### src/rtl/clk_gate_ctrl.sv
// Per-channel clock gating controller.
// Each channel runs its own OFF/WAKE/ON/DRAIN sequencer, plus a
// falling-edge hold register that makes its gated clock glitch-free.
//
//   state | meaning
//   ------+------------------------------------------------------------
//   OFF   | clock gated off, waiting for REQ
//   WAKE  | clock running, wake timer counting down to ACK (REQ ignored)
//   ON    | clock running and stable, ACK asserted
//   DRAIN | REQ dropped; idle counter runs until IDLE_LIMIT, BUSY holds off
module clk_gate_ctrl #(
    parameter int NUM_CH   = 4,
    parameter int CNT_W    = 8,
    parameter int WAKE_CYC = 2
) (
    input  logic              CLK,
    input  logic              RST,
    input  logic              TE,
    input  logic [NUM_CH-1:0] REQ,
    input  logic [NUM_CH-1:0] BUSY,
    input  logic [CNT_W-1:0]  IDLE_LIMIT,
    output logic [NUM_CH-1:0] ACK,
    output logic [NUM_CH-1:0] CLK_OUT
);

    // WAKE_CYC is at most 15, so four bits always hold the wake timer.
    localparam int               WK_W      = 4;
    localparam logic [WK_W-1:0]  WAKE_LOAD = WK_W'(WAKE_CYC - 1);
    localparam logic [CNT_W-1:0] IDLE_MAX  = '1;

    typedef enum logic [1:0] {
        ST_OFF   = 2'd0,
        ST_WAKE  = 2'd1,
        ST_ON    = 2'd2,
        ST_DRAIN = 2'd3
    } state_t;

    state_t            state_q [NUM_CH];
    state_t            state_d [NUM_CH];
    logic [WK_W-1:0]   wake_q  [NUM_CH];
    logic [WK_W-1:0]   wake_d  [NUM_CH];
    logic [CNT_W-1:0]  idle_q  [NUM_CH];
    logic [CNT_W-1:0]  idle_d  [NUM_CH];
    logic [NUM_CH-1:0] gate_en;
    logic [NUM_CH-1:0] hold_d;
    logic [NUM_CH-1:0] hold_q;

    // Next-state and counter logic for every channel sequencer.
    always_comb begin
        for (int i = 0; i < NUM_CH; i++) begin
            state_d[i] = state_q[i];
            wake_d[i]  = wake_q[i];
            idle_d[i]  = idle_q[i];
            case (state_q[i])
                ST_OFF: begin
                    if (REQ[i]) begin
                        state_d[i] = ST_WAKE;
                        wake_d[i]  = WAKE_LOAD;
                    end
                end
                ST_WAKE: begin
                    // Terminal count on the down-counter ends the wake window.
                    if (wake_q[i] == '0) begin
                        state_d[i] = ST_ON;
                    end else begin
                        wake_d[i] = wake_q[i] - 1'b1;
                    end
                end
                ST_ON: begin
                    if (!REQ[i]) begin
                        state_d[i] = ST_DRAIN;
                        idle_d[i]  = '0;
                    end
                end
                ST_DRAIN: begin
                    if (REQ[i]) begin
                        state_d[i] = ST_ON;
                    end else if (BUSY[i]) begin
                        idle_d[i] = '0;
                    end else if (idle_q[i] >= IDLE_LIMIT) begin
                        state_d[i] = ST_OFF;
                    end else if (idle_q[i] != IDLE_MAX) begin
                        idle_d[i] = idle_q[i] + 1'b1;
                    end
                end
                default: begin
                    state_d[i] = ST_OFF;
                end
            endcase
        end
    end

    // Sequencer state and counters, synchronous reset to OFF.
    always_ff @(posedge CLK) begin
        for (int i = 0; i < NUM_CH; i++) begin
            if (RST) begin
                state_q[i] <= ST_OFF;
                wake_q[i]  <= '0;
                idle_q[i]  <= '0;
            end else begin
                state_q[i] <= state_d[i];
                wake_q[i]  <= wake_d[i];
                idle_q[i]  <= idle_d[i];
            end
        end
    end

    // ACK and gate enable decoded from the sequencer state; TE only opens the gate.
    always_comb begin
        ACK     = '0;
        gate_en = '0;
        for (int i = 0; i < NUM_CH; i++) begin
            ACK[i]     = (state_q[i] == ST_ON) || (state_q[i] == ST_DRAIN);
            gate_en[i] = (state_q[i] != ST_OFF) || TE;
        end
        hold_d = gate_en;
    end

    // Hold register updates while CLK is low so the AND gate never chops a pulse.
    always_ff @(negedge CLK) begin
        if (RST) begin
            hold_q <= '0;
        end else begin
            hold_q <= hold_d;
        end
    end

    assign CLK_OUT = hold_q & {NUM_CH{CLK}};

endmodule

### config.mk
export PLATFORM = sky130hd
export DESIGN_NAME = clk_gate_ctrl
export DESIGN_NICKNAME = d
export VERILOG_FILES = /design/src/rtl/clk_gate_ctrl.sv
export SDC_FILE = /design/constraint.sdc
export NUM_CORES = 1
export LEC_CHECK = 0
export ABC_AREA = 1
export BUFFER_PORTS_ARGS = -buffer_cell sky130_fd_sc_hd__buf_2
export CAP_MARGIN = 20
export CELL_PAD_IN_SITES_DETAIL_PLACEMENT = 1
export CELL_PAD_IN_SITES_GLOBAL_PLACEMENT = 1
export CORE_AREA = 2 2 112 93
export DETAILED_ROUTE_END_ITERATION = 12
export DIE_AREA = 0 0 114 95
export PLACE_DENSITY = 0.84
export RECOVER_POWER = 50
export SLEW_MARGIN = 0
export SYNTH_ARGS = -nofsm -noshare
export SYNTH_HDL_FRONTEND = slang
export SYNTH_SLANG_ARGS = --single-unit
### constraint.sdc
create_clock -name CLK -period 2.5 [get_ports CLK]
set_input_delay 0.125 -clock CLK [delete_from_list [all_inputs] [get_ports CLK]]
set_output_delay 0.125 -clock CLK [all_outputs]
set_load 0.01 [all_outputs]
==> summary.md <==
| Metric | Value |
|---|---|
| Final WL | `13.2 mm` |
| Cell family with most CP delay | `flip-flops` |
| Top_reg_cell synth | `dfxtp_1` |
| Met2 GRT Util | `46.1%` |
| Tightest slew margin relative to the limit | `60.1%` |
| Async SR Flop Fraction | `0%` |
| Final hold vios | `0` |
| Commonest cells post-synth | `173 x nand2_1, 93 x inv_1, 75 x nor2_1` |
| Top Ports | `27` |
| Syn Area/Cell | `6.48 sq um` |
| Hold Crit Class | `input pin to flop` |
| Final core occ | `51.4%` |
| Number of DRC violations after detailed-routing iteration 0 | `176` |
| Combinational Power Share | `39.4%` |
| Global route total overflow | `0` |
| Power per cell area | `1090 mW/mm^2` |
| Postcts setup bufs | `0` |
| Slew at the pin closest to its max-slew limit | `0.593 ns` |
| Post-route ant nets | `0` |
| Vias in the first global route | `4751` |
| Max-slew violations | `0` |
| Leak | `0.00245 uW` |
| Syn nets | `747` |
| Ant. Diodes | `0` |
| Setup TNS | `0 ns` |
| Fin cells | `846` |
| Setup violations, final | `0` |
| Die Ht | `95 um` |
| Xor and xnor area share after synthesis | `1.18%` |
| Crit path cell chain | `nand2_2 > inv_1 > buf_2` |
| Synth warn | `0` |
| Worst-path maximum fanout | `1` |
| Netlist cell types | `41` |
| Busiest layer in global routing | `met2` |
| Crit path required time | `2.38 ns` |
| Routed length per instance | `15.7 um` |
| Max-cap viol count | `0` |
| Row cnt | `33` |
| Hpwl dp | `9.58 mm` |
| Share of cells above drive strength 1 | `11.9%` |
| Simple-gate share of the synthesized area | `39.7%` |
| Crit. End Element | `output port` |
| CP bufs+invs | `2` |
| Internal | `3150 uW` |
| Mapped cell area | `0.00445 sq mm` |
| Most common cell in the netlist | `nand2_1` |
| Ranking of synthesized cells by area | `dfxtp_1 27%, nand2_1 15%, ha_1 12%` |
| GR Layer Usage met3 | `6.16%` |
| Worst-path clk slew | `0.06 ns` |
| Later-pin clock latency in the skew report | `0.53 ns` |
| Initial core utilization | `45.3%` |
| Area growth syn-to-layout | `13.4%` |
| P_sw | `2350 uW` |
| GRT Total Usage | `25.9%` |
| Crit path max-delay cell type | `dfxtp_2` |
| CP startpoint kind | `flop` |
| Grt met1 use | `30.3%` |
| Leading area contributor after synthesis | `dfxtp_1` |
| Core area | `0.00983 sq mm` |
| FF+latch area | `0.00120 sq mm` |
| Inst Count DP | `823` |
| Initial antenna violation count | `0` |
| Yosys top cell area share | `27.0%` |
| First-pass GRT wire length | `22.0 mm` |
| CTS tree | `done` |
| # nets final | `779` |
| Sequential share of power | `29.3%` |
| Max IR drop VDD | `523 uV` |
| Flops & latches, synth | `60` |
| PortBufs | `26` |
| Compound-Gate Fraction of Synth Area | `10.0%` |
| WS Path Type | `flop to output port` |
| GPL Wtd Cong | `0.787` |
| Via Count | `4535` |
| DRT Pass-1 Iters | `4` |
| Die area | `0.0108 sq mm` |
| Setup Skew | `0.0826 ns` |
| Fillers | `1342` |
| EDFF count, synth | `0` |
| Worst stage delay on the critical path | `0.31 ns` |
| Switching share of power | `42.7%` |
| Clock network power share | `31.3%` |
| Vias per cell | `5.36` |
| CP arrival | `2.34 ns` |
| Mapped Cells | `687` |
| Largest net degree at the start of global routing | `30` |
| Die X | `114 um` |
| Mux cell area share after synthesis | `0%` |
| Footprint of the multi-input gates | `0.00274 sq mm` |
| Remaining DRCs | `0` |
| Sequential share of the synthesized area | `27.0%` |
| RSZ-0062 raised after global routing | `no` |
| Adder-cell share of the synthesized area | `11.5%` |
| Outcome | `complete, no violations` |
| Largest family of logic cells by synthesized area | `simple AND/OR/NAND/NOR gates` |
[cells in the final DEF, fill, tap and decap left out, types with 6 or more instances in the layout]
cell type,instances
a21oi_1,47
a21oi_2,6
buf_2,21
clkbuf_16,13
dfxtp_1,58
ha_1,41
inv_1,98
inv_2,10
nand2_1,174
nand3_1,61
nand4_1,12
nor2_1,75
nor3_1,22
o21ai_0,10
[power by group through the flow]
stage               sequential (uW)  clock [uW]  combinational [uW]
floorplan                      1500        52.2                1730
global placement               1580        75.6                2010
detailed placement             1610        75.6                2180
CTS                            1600        1730                2230
global route                   1650        1800                2500
finish                         1610        1720                2170
[layout make-up]
type,instances,share of cell area [%]
clock buffers,19,7.31
clock inverters,13,1.61
inverters,102,7.58
multi-input cells,506,54.3
flip-flops and latches,60,23.8
well taps,122,3.02
repair buffers,24,2.38
[final timing paths]
check                     from            to  slack (ns)  cells past startpoint
setup / recovery     hold_q[3]    CLK_OUT[3]        0.04                      3
hold / removal         BUSY[2]  idle_q[2][7]        0.07                      4
setup reg to reg  idle_q[1][0]  idle_q[1][4]        0.33                     12
hold reg to reg   wake_q[2][1]  wake_q[2][1]        0.49                      2
[metal layers]
layer / vias to the layer above / wire length (um)
met1: 2184 / 6010
li1: 2276 / -
met4: 0 / 242
met5: - / 0
met3: 23 / 375
met2: 52 / 6630
[stage by stage]
step                      total power (uW)  cell area (sq um)  hold slack, ns  setup slack, ns
final                                 5500               5050          0.0698           0.0375
after global routing                  5950               5050          0.0982          0.00615
after CTS                             5560               5090          0.0611          0.00850
after detailed placement              3870               4680           0.296            0.445
after global placement                3660               4680           0.296            0.489
after floorplan                       3280               4450           0.234            0.491
[worst reg2reg max path, stage by stage, from the launching register on]
cell and delay [ns]:
dfxtp_1 0.39, inv_1 0.09, ha_1 0.30, nand2_1 0.08, nand3_1 0.09, nand2_1 0.07, nand2_1 0.05, nand2_1 0.07
nand3_1 0.14, nand2_1 0.40, nand2_1 0.20, nand2_1 0.11, a21oi_1 0.06
[registers in the layout (all words and copies together), names as in the netlist]
register	cells
idle_q	32
wake_q	16
state_q	8
hold_q	4
[timing repair]
action                                 in CTS  in global routing
pin swaps                                   0                  0
endpoints found under the hold margin       0                  0
resized for setup                           1                  4
hold buffers                                0                  0
setup endpoints to repair                   2                  4
[kinds of logic after synthesis]
family | Yosys count
fa+ha+maj | 41
simple gates | 385
buf+inv | 121
flops | 60
xor+xnor | 6
compound gates | 74
Power figures use the tool's default switching activity.
